===== src/rtl/parallel_receiver.sv =====
// Receive end of the inter-FPGA parallel link: 4-phase valid/ready handshake
// with a synchronised valid, feeding a FIFO drained by a local read strobe.
module parallel_receiver #(
  parameter int DATA_W      = 16,
  parameter int FIFO_DEPTH  = 8,
  parameter int SYNC_STAGES = 2
) (
  input  logic                          clk_rx,
  input  logic                          rst_rx,
  input  logic [DATA_W-1:0]             parallel_data_in,
  input  logic                          parallel_valid_in,
  output logic                          parallel_ready_out,
  input  logic                          rd_en,
  output logic [DATA_W-1:0]             data_out,
  output logic                          fifo_empty,
  output logic                          fifo_full,
  output logic [$clog2(FIFO_DEPTH):0]   fifo_count,
  output logic [15:0]                   rx_word_count
);

  localparam int PW = $clog2(FIFO_DEPTH);
  localparam int CW = PW + 1;

  typedef enum logic [1:0] {
    IDLE           = 2'd0,
    WRITE          = 2'd1,
    WAIT_VALID_LOW = 2'd2
  } state_t;

  state_t state, state_nxt;

  logic [SYNC_STAGES-1:0] sync;
  logic                   valid_sync;
  logic [DATA_W-1:0]      hold_reg;
  logic [DATA_W-1:0]      mem [FIFO_DEPTH];
  logic [PW-1:0]          wr_ptr, rd_ptr;
  logic [CW-1:0]          count_nxt;
  logic                   wr, rd;

  assign valid_sync = sync[SYNC_STAGES-1];
  assign wr         = (state == WRITE);
  assign rd         = rd_en && !fifo_empty;

  always_ff @(posedge clk_rx) begin
    if (rst_rx) sync <= '0;
    else        sync <= {sync[SYNC_STAGES-2:0], parallel_valid_in};
  end

  // Data is only trusted once valid has crossed the synchroniser.
  always_comb begin
    state_nxt = state;
    case (state)
      IDLE:
        if (valid_sync && !fifo_full) state_nxt = WRITE;
      WRITE:
        state_nxt = WAIT_VALID_LOW;
      WAIT_VALID_LOW:
        if (!valid_sync) state_nxt = IDLE;
      default:
        state_nxt = IDLE;
    endcase
  end

  always_ff @(posedge clk_rx) begin
    if (rst_rx) begin
      state              <= IDLE;
      hold_reg           <= '0;
      parallel_ready_out <= 1'b0;
      rx_word_count      <= '0;
    end else begin
      state              <= state_nxt;
      parallel_ready_out <= (state_nxt == WAIT_VALID_LOW);
      if (state == IDLE && state_nxt == WRITE)
        hold_reg <= parallel_data_in;
      if (wr)
        rx_word_count <= rx_word_count + 16'd1;
    end
  end

  always_comb begin
    count_nxt = fifo_count;
    if (wr && !rd)      count_nxt = fifo_count + CW'(1);
    else if (!wr && rd) count_nxt = fifo_count - CW'(1);
  end

  always_ff @(posedge clk_rx) begin
    if (wr) mem[wr_ptr] <= hold_reg;
  end

  always_ff @(posedge clk_rx) begin
    if (rst_rx) begin
      wr_ptr     <= '0;
      rd_ptr     <= '0;
      data_out   <= '0;
      fifo_count <= '0;
      fifo_empty <= 1'b1;
      fifo_full  <= 1'b0;
    end else begin
      if (wr) wr_ptr <= wr_ptr + PW'(1);
      if (rd) begin
        data_out <= mem[rd_ptr];
        rd_ptr   <= rd_ptr + PW'(1);
      end
      fifo_count <= count_nxt;
      fifo_empty <= (count_nxt == '0);
      fifo_full  <= (count_nxt == CW'(FIFO_DEPTH));
    end
  end

endmodule

===== config.mk =====
export PLATFORM = sky130hd
export DESIGN_NAME = parallel_receiver
export DESIGN_NICKNAME = d
export VERILOG_FILES = /design/src/rtl/parallel_receiver.sv
export SDC_FILE = /design/constraint.sdc
export NUM_CORES = 1
export LEC_CHECK = 0
export CELL_PAD_IN_SITES_DETAIL_PLACEMENT = 0
export CELL_PAD_IN_SITES_GLOBAL_PLACEMENT = 2
export CORE_MARGIN = 2
export CORE_UTILIZATION = 33
export CTS_CLUSTER_SIZE = 14
export DETAILED_ROUTE_END_ITERATION = 16
export PLACE_DENSITY = 0.63
export SYNTH_ARGS = -nofsm -noshare
export SYNTH_HDL_FRONTEND = slang
export SYNTH_SLANG_ARGS = --single-unit
export TNS_END_PERCENT = 100

===== constraint.sdc =====
create_clock -name clk_rx -period 2.7 [get_ports clk_rx]
set_clock_uncertainty 0.1 [all_clocks]
set_input_delay 0.405 -clock clk_rx [delete_from_list [all_inputs] [get_ports clk_rx]]
set_output_delay 0.405 -clock clk_rx [all_outputs]
set_load 0.01 [all_outputs]

==> results of run 1 <==
[cell type report]
class | count | area, um^2
Fill cell | 1997 | 12950
Clock buffer | 20 | 456.7
Multi-Input combinational cell | 257 | 2155
Sequential cell | 193 | 5146
Tap cell | 280 | 350.3
Clock inverter | 11 | 151.4
Timing Repair Buffer | 78 | 738.2
Inverter | 3 | 11.26
[metrics by stage]
step                      hold slack, ps  cells
after floorplan                    313.8    480
after global placement             333.6    811
after detailed placement           333.3    811
after CTS                          348.9    842
after global routing               373.5    842
final                              356.3    842
[layout by cell type (no fill, tap or decap), types with 3 or more instances in the layout]
cell type,n
nand2_1,48
buf_4,19
nand3_1,3
inv_1,3
mux4_2,32
nor2_1,44
xnor2_1,8
inv_6,3
nor3_2,7
a21oi_1,22
nand2b_1,5
xor2_1,13
mux2i_1,16
clkdlybuf4s50_1,57
ha_1,5
clkbuf_16,17
nor3_1,3
and3_1,3
and4_1,5
dfxtp_1,64
a211oi_1,18
bufinv_16,3
nand4_1,4
edfxtp_1,128
[report_power, final]
part	internal [mW]	switching, mW
clock network	1.51	1.07
logic	0.496	0.439
registers	3.25	0.103
[synth_stat cells, types with 2 or more instances]
cell type | count | area [um^2]
xnor2_1 | 8 | 70.07
nand4_1 | 4 | 25.02
and3_1 | 3 | 18.77
inv_1 | 3 | 11.26
buf_4 | 3 | 22.52
nand3_1 | 3 | 15.01
dfxtp_1 | 65 | 1301
mux4_2 | 32 | 720.7
nor2_1 | 44 | 165.2
nand2b_1 | 5 | 31.28
o21ai_0 | 2 | 10.01
xor2_1 | 13 | 113.9
buf_6 | 3 | 33.78
nor3_1 | 7 | 35.03
ha_1 | 5 | 62.56
nor4_1 | 2 | 12.51
buf_2 | 10 | 50.05
nor3_2 | 3 | 30.03
nand2_1 | 48 | 180.2
a211oi_1 | 18 | 135.1
a21oi_1 | 22 | 110.1
and4_1 | 5 | 43.79
nor2b_1 | 3 | 18.77
or3_1 | 2 | 12.51
clkbuf_1 | 11 | 41.29
mux2i_1 | 16 | 160.2
edfxtp_1 | 128 | 3844
[routing by layer]
| layer | vias up | track usage [%] | part of all wire, % |
|---|---|---|---|
| met4 | 0 | 3.560 | 1.1 |
| met2 | 66 | 22.29 | 49 |
| li1 | 1939 | - | - |
| met1 | 2049 | 17.65 | 47 |
| met5 | - | 0 | 0 |
| met3 | 11 | 3.551 | 2.8 |
[cell families after synthesis]
| kind of cell | count (synthesis) | share of synthesized area, % |
|---|---|---|
| AO/OA/AOI/OAI | 47 | 4.303 |
| XOR/XNOR | 21 | 2.480 |
| adder cells (fa/ha/maj) | 5 | 0.8436 |
| buffers and inverters | 30 | 2.143 |
| flip-flops | 193 | 69.38 |
| multiplexers | 48 | 11.88 |
| AND/OR/NAND/NOR | 136 | 8.976 |
[path summary, 6_finish.rpt]
path,start,endpoint,slack (ps),cells after the start
worst min-delay path,sync[0]$_SDFF_PP0_,sync[1]$_SDFF_PP0_,360,1
worst max-delay path,fifo_count[1]$_SDFF_PP0_,fifo_count[1],710,1
worst min register to register,sync[0]$_SDFF_PP0_,sync[1]$_SDFF_PP0_,360,1
worst max register to register,state[1]$_SDFF_PP0_,fifo_empty$_SDFF_PP1_,720,5
==> flow_summary_export.csv, run 1 <==
group,metric,value,unit
detailed_routing,vias,4065,
global_routing,grt_overflow,0,
timing,fmax,502.3,MHz
logic_synthesis,ys.flop_type,"edfxtp_1",
die,core_area,21960,um^2
die,die_area,23690,um^2
timing,min_period_over_period,73.74,%
final_layout,nets,575,
detailed_routing,firstDrtPassIters,4,
place,gp_congestion,0.7208,
final_layout,largest_reg_flops,128,
critical_path,critPathBufInv,1,
final_layout,fin_area,9009,um^2
final_layout,fin_util,41.03,%
clocking,cts_inserted_buffers,17,
logic_synthesis,synth_cells,480,
die,initial_core_util,33.77,%
detailed_routing,avgRoutedWirePerCell,17.95,um
logic_synthesis,synth.net_count,505,
final_layout,top_register,"mem",
hold_path,hp-class,"register to register",
clocking,clock_sinks,193,
timing,setup_violations,0,
die,fp.dieH,153.9,um
run,maxCapViolations,0,
timing,worst_pin_slew,894.8,ps
critical_path,crit_fanout,7,
critical_path,crit_family,"buffers and inverters",
final_layout,syn_to_final_growth,21.48,%
place,pre_cts_ws,545.2,ps
critical_path,cp_cell_sequence,"clkdlybuf4s50_1",
timing,fin_tns_setup,0,ps
critical_path,crit_type,"register to output pin",
clocking,clock_latency,420,ps
clocking,ctsResizeCount,0,
detailed_routing,vias_per_cell,4.828,
global_routing,grt_pass1_vias,4218,
logic_synthesis,synth_edf_count,128,
global_routing,antenna_found_initial,0,
global_routing,grt_max_degree,35,
critical_path,crit_required,2190,ps
timing,worst_slack,709.0,ps
timing,min_period,1991,ps
power,p_leak,2.923,nW
detailed_routing,detail-route-antenna-nets,0,
critical_path,critPathArrivalTime,1490,ps
global_routing,grt_pass1_wl,23.86,mm
power,irDropWorstVdd,0.3787,mV
critical_path,crit_path_end_kind,"output pin",
critical_path,cp_slowest_cell,"clkdlybuf4s50_1",
clocking,clk_path_buf_depth,2,
logic_synthesis,ys_types,39,
logic_synthesis,synthArstFlopShare,0,%
clocking,tritoncts,"done",
timing,final_max_slew_viol_count,0,
clocking,cts_hold_buffers,0,
final_layout,drive_gt1_share,17.79,%
detailed_routing,drtIter0Drc,207,
detailed_routing,drc,0,
timing,rsz0062_at_grt,"no",
critical_path,cpPeakStageDelay,590,ps
power,cellPowerDensity,762.0,nW/um^2
global_routing,grt_util_all_layers,13.45,%
die,die_x,153.9,um
clocking,htree_levels,4,
place,placement.io_buffers,58,
place,dp_hpwl,9.030,mm
place,placed_cell_area,8401,um^2
logic_synthesis,ys_seq_elements,193,
logic_synthesis,yosysSeqAreaShare,69.38,%
critical_path,start_kind,"register",
final_layout,diodes,0,
power,power,6.865,mW
clocking,cts_root_buffer,"clkbuf_16",
logic_synthesis,ys_warn_count,0,
timing,slew_headroom,40.35,%
detailed_routing,wirelength,15.12,mm
clocking,postCtsSetupRepairBufs,0,
logic_synthesis,synth_area,7416,um^2
die,num_rows,54,
run_status,status,"completed",
clocking,clk_pin_slew,70,ps
timing,finalHoldViolations,0,
die,ioPinCount,59,
logic_synthesis,syn_area_per_cell,15.45,um^2
Power figures use the tool's default switching activity.
==> run 2: changes to the inputs <==
- clock period: 2.7 -> 1.75 ns (I/O delays scaled with it)
==> flow_summary_export.csv, run 2 (synthesis gave the netlist of run 1 again) <==
group,metric,value,unit
run_status,status,"completed",
clocking,clock_sinks,193,
clocking,htree_levels,4,
timing,finalHoldViolations,0,
detailed_routing,vias_per_cell,4.766,
detailed_routing,vias,4118,
timing,rsz0062_at_grt,"no",
hold_path,hp-class,"primary input to register",
die,num_rows,54,
clocking,clk_path_buf_depth,2,
critical_path,reg2reg_slack,90,ps
global_routing,grt_overflow,0,
die,initial_core_util,33.77,%
critical_path,cp_slowest_cell,"clkdlybuf4s50_1",
timing,fmax,593.3,MHz
final_layout,final_common_cell,"edfxtp_1",
clocking,cts_inserted_buffers,17,
critical_path,ff2ff_path_depth,4,
global_routing,grt_max_degree,36,
critical_path,crit_fanout,2,
detailed_routing,detail-route-antenna-nets,0,
timing,fin_tns_setup,0,ps
critical_path,critPathArrivalTime,1320,ps
final_layout,syn_to_final_growth,26.29,%
place,placement.io_buffers,58,
power,irDropWorstVdd,0.6806,mV
critical_path,cpPeakStageDelay,550,ps
final_layout,fin_area,9365,um^2
final_layout,top_register,"mem",
critical_path,startpoint,"data_out[15]$_SDFFE_PP0P_",
critical_path,start_kind,"register",
critical_path,crit_required,1390,ps
critical_path,r2r_end,"data_out[14]$_SDFFE_PP0P_",
detailed_routing,avgRoutedWirePerCell,18.00,um
global_routing,grt_pass1_vias,4349,
die,ioPinCount,59,
final_layout,fillers,1950,
place,gp_congestion,0.7340,
global_routing,grtUsageMet1,17.24,%
timing,min_period_over_period,96.31,%
die,die_area,23690,um^2
timing,slew_headroom,72.69,%
die,die_x,153.9,um
final_layout,largest_reg_flops,128,
critical_path,cp_cell_sequence,"clkdlybuf4s50_1",
critical_path,crit_family,"buffers and inverters",
global_routing,grt_busiest_layer,"met2",
final_layout,diodes,0,
final_layout,nets,596,
global_routing,grt_util_all_layers,13.94,%
power,cellPowerDensity,1155,nW/um^2
die,fp.dieH,153.9,um
final_layout,multiInputGateArea,2185,um^2
global_routing,grt_pass1_wl,24.66,mm
place,placed_cell_area,8730,um^2
global_routing,antenna_found_initial,0,
clocking,tritoncts,"done",
timing,setup_violations,0,
place,dp_hpwl,9.799,mm
power,p_leak,3.254,nW
run,maxCapViolations,0,
critical_path,crit_cells,1,
critical_path,crit_path_end_kind,"output pin",
timing,worst_pin_slew,409.6,ps
critical_path,endpoint,"data_out[15]",
timing,min_period,1686,ps
detailed_routing,firstDrtPassIters,4,
critical_path,crit_type,"register to output pin",
final_layout,final_cell_mix,"edfxtp_1, dfxtp_1, nand2_1",
detailed_routing,drc,0,
detailed_routing,drtIter0Drc,168,
critical_path,r2r_start,"rd_ptr[0]$_SDFFE_PP0P_",
clocking,postCtsSetupRepairBufs,0,
clocking,cts_hold_buffers,0,
critical_path,critPathBufInv,1,
global_routing,use_met3,3.213,%
global_routing,met2_usage,24.58,%
clocking,clock_latency,430,ps
detailed_routing,wirelength,15.55,mm
clocking,cts_root_buffer,"clkbuf_16",
die,core_area,21960,um^2
final_layout,drive_gt1_share,22.77,%
timing,final_max_slew_viol_count,0,
final_layout,regArea,5151,um^2
clocking,clk_pin_slew,80,ps
[run 2: cell types whose count changed in the layout (fill, tap and decap cells not counted), sizes merged, moves of 2 or more]
cell	before	now
dlygate4sd2	0	16
inv	6	10
buf	21	42
clkdlybuf4s50	57	36
dlymetal6s2s	0	5
clkbuf	20	18
[run 2: stage by stage]
stage / hold WS (ps) / util [%] / power, mW / setup slack [ps] / instances
4_1_cts: 130.4 / 42.55 / 10.97 / 0.5179 / 864
3_5_place_dp: 328.1 / 39.76 / 6.908 / -168.0 / 832
2_1_floorplan: 290.7 / - / 6.226 / -121.6 / 480
3_3_place_gp: 342.2 / 39.76 / 6.874 / -107.3 / 832
6_report: 143.1 / 42.65 / 10.81 / 64.49 / 864
5_1_grt: 155.0 / 42.65 / 11.28 / 0.2397 / 864
[run 2: timing repair]
action                     in CTS  in global routing
resized for setup              19                  8
hold endpoints to repair        0                  0
setup endpoints to repair      18                 11
[run 2: area by class of cell]
cell class                      instances  area share [%]
Multi-Input combinational cell        257           23.33
Sequential cell                       193           55.00
Tap cell                              280           3.741
Timing Repair Buffer                   99           11.09
Inverter                                3          0.1202
Clock inverter                         14           2.031
Clock buffer                           18           4.689
[run 2: worst min path at each step]
| stage | from | end | slack, ps | cells past startpoint |
|---|---|---|---|---|
| final | rst_rx | state[0]$_SDFF_PP0_ | 140 | 2 |
| after global routing | rst_rx | wr_ptr[0]$_SDFFE_PP0P_ | 160 | 2 |
| after CTS | rst_rx | state[0]$_SDFF_PP0_ | 130 | 2 |
| after detailed placement | sync[0]$_SDFF_PP0_ | sync[1]$_SDFF_PP0_ | 330 | 1 |
| after global placement | sync[0]$_SDFF_PP0_ | sync[1]$_SDFF_PP0_ | 340 | 1 |
| after floorplan | parallel_valid_in | sync[0]$_SDFF_PP0_ | 290 | 1 |
[run 2: metal layers]
layer  routed length (um)  share of wire (%)
met3                  419                2.7
met2                 8079                 52
met4                  147               0.95
met5                    0                  0
met1                 6907                 44
[run 2: where the power goes]
| part | switching (mW) | leakage [nW] | internal [mW] |
|---|---|---|---|
| clock network | 1.83 | 0.309 | 2.23 |
| registers | 0.130 | 1.71 | 5.01 |
| logic | 0.750 | 1.23 | 0.864 |
| total | 2.71 | 3.25 | 8.10 |
==> run 3: changes to the inputs <==
- CAP_MARGIN: unset -> 20
- CORE_UTILIZATION: 33 -> 38
- PLACE_DENSITY: 0.63 -> 0.71
==> flow_summary_export.csv, run 3 (synthesis gave the netlist of run 1 again) <==
group,metric,value,unit
timing,fmax,588.9,MHz
timing,holdWs,227.0,ps
global_routing,grt_util_all_layers,15.11,%
critical_path,cp_cell_sequence,"clkdlybuf4s50_1",
global_routing,grt_pass1_vias,4132,
timing,min_period,1698,ps
timing,slew_headroom,69.81,%
global_routing,grt_overflow,0,
timing,rsz0062_at_grt,"yes",
clocking,cts_root_buffer,"clkbuf_16",
timing,setup_violations,0,
detailed_routing,wirelength,14.75,mm
global_routing,antenna_found_initial,0,
timing,finalHoldViolations,0,
detailed_routing,drc,0,
clocking,clk_path_buf_depth,2,
die,die_area,20650,um^2
final_layout,final_common_cell,"edfxtp_1",
detailed_routing,drtIter0Drc,196,
global_routing,grt_pass1_wl,23.01,mm
run,maxCapViolations,0,
critical_path,crit_family,"buffers and inverters",
detailed_routing,firstDrtPassIters,4,
power,irDropWorstVdd,0.6304,mV
place,gp_congestion,0.7068,
final_layout,drive_gt1_share,22.92,%
critical_path,crit_fanout,5,
final_layout,final_cell_mix,"edfxtp_1, dfxtp_1, nand2_1",
hold_path,hp-class,"primary input to register",
timing,final_max_slew_viol_count,0,
clocking,cts_hold_buffers,0,
critical_path,crit_required,1390,ps
die,core_area,19330,um^2
final_layout,fin_util,47.87,%
critical_path,cpPeakStageDelay,550,ps
detailed_routing,detail-route-antenna-nets,0,
final_layout,nets,601,
detailed_routing,avgRoutedWirePerCell,17.27,um
critical_path,start_kind,"register",
clocking,postCtsSetupRepairBufs,0,
critical_path,crit_type,"register to output pin",
power,p_leak,3.218,nW
timing,worst_pin_slew,452.2,ps
final_layout,diodes,0,
die,initial_core_util,38.36,%
critical_path,critPathArrivalTime,1340,ps
clocking,clock_latency,420,ps
run_status,status,"completed",
clocking,cts_inserted_buffers,17,
place,dp_hpwl,9.567,mm
place,placement.io_buffers,58,
die,die_x,143.7,um
die,ioPinCount,59,
critical_path,crit_path_end_kind,"output pin",
critical_path,cp_slowest_cell,"clkdlybuf4s50_1",
critical_path,critPathBufInv,1,
detailed_routing,vias_per_cell,4.863,
final_layout,fillers,1677,
power,cellPowerDensity,1103,nW/um^2
detailed_routing,vias,4153,
clocking,clock_sinks,193,
final_layout,largest_reg_flops,128,
die,fp.dieH,143.7,um
die,num_rows,51,
clocking,tritoncts,"done",
timing,min_period_over_period,97.03,%
final_layout,top_register,"mem",
clocking,htree_levels,4,
global_routing,grt_max_degree,66,
clocking,clk_pin_slew,70,ps
final_layout,syn_to_final_growth,24.82,%
-- run 3: repair_timing --
| item | 4_1_cts | 5_1_grt |
|---|---|---|
| setup endpoints to repair | 14 | 58 |
| resized for setup | 14 | 17 |
| pin swaps | 0 | 1 |
-- run 3: per-layer routing --
metal | up-vias | share of wire (%) | GRT usage [%]
met1 | 2073 | 45 | 19.88
met3 | 9 | 3.5 | 3.665
met2 | 68 | 50 | 25.34
li1 | 2003 | - | -
met4 | 0 | 0.96 | 3.767
met5 | - | 0 | 0
-- run 3: final cells by class --
| type | instances | area, um^2 | share of cell area (%) |
|---|---|---|---|
| Clock inverter | 8 | 58.81 | 0.6353 |
| Inverter | 3 | 11.26 | 0.1217 |
| Sequential cell | 193 | 5152 | 55.66 |
| Timing Repair Buffer | 104 | 1033 | 11.17 |
| Multi-Input combinational cell | 257 | 2207 | 23.84 |
| Tap cell | 265 | 331.6 | 3.582 |
| Clock buffer | 24 | 461.7 | 4.988 |
-- run 3: where the power goes --
group | total (mW) | leakage [nW] | internal, mW | switching [mW]
clock network | 3.45 | 0.245 | 1.86 | 1.59
registers | 5.13 | 1.72 | 5.01 | 0.120
logic | 1.62 | 1.26 | 0.880 | 0.745
total | 10.2 | 3.22 | 7.75 | 2.45
-- run 3: final timing paths --
check             slack [ps]  cells after the start                             end                           from
hold / removal           230                      3  rx_word_count[10]$_SDFFE_PP0P_                         rst_rx
hold reg to reg          340                      1              sync[1]$_SDFF_PP0_             sync[0]$_SDFF_PP0_
setup / recovery          50                      1                rx_word_count[3]  rx_word_count[3]$_SDFFE_PP0P_
setup reg to reg          70                      4       data_out[12]$_SDFFE_PP0P_         rd_ptr[0]$_SDFFE_PP0P_
-- run 3: per-stage QoR --
stage / cells / setup TNS [ps] / area (um^2) / setup WS, ps / total power [mW]
global route: 854 / -18.57 / 9256 / -18.57 / 10.67
finish: 854 / 0 / 9256 / 52.05 / 10.21
floorplan: 480 / -6712 / 7480 / -121.6 / 6.226
detailed placement: 822 / -547.8 / 8686 / -243.1 / 6.885
global placement: 822 / -220.6 / 8686 / -111.5 / 6.857
CTS: 854 / 0 / 9199 / 0.9213 / 10.31
-- run 3: worst register-to-register path: stages, from the launching register on --
cell      delay (ps)
dfxtp_2          360
buf_12           220
mux4_2           540
mux2i_1          230
a211oi_1         110
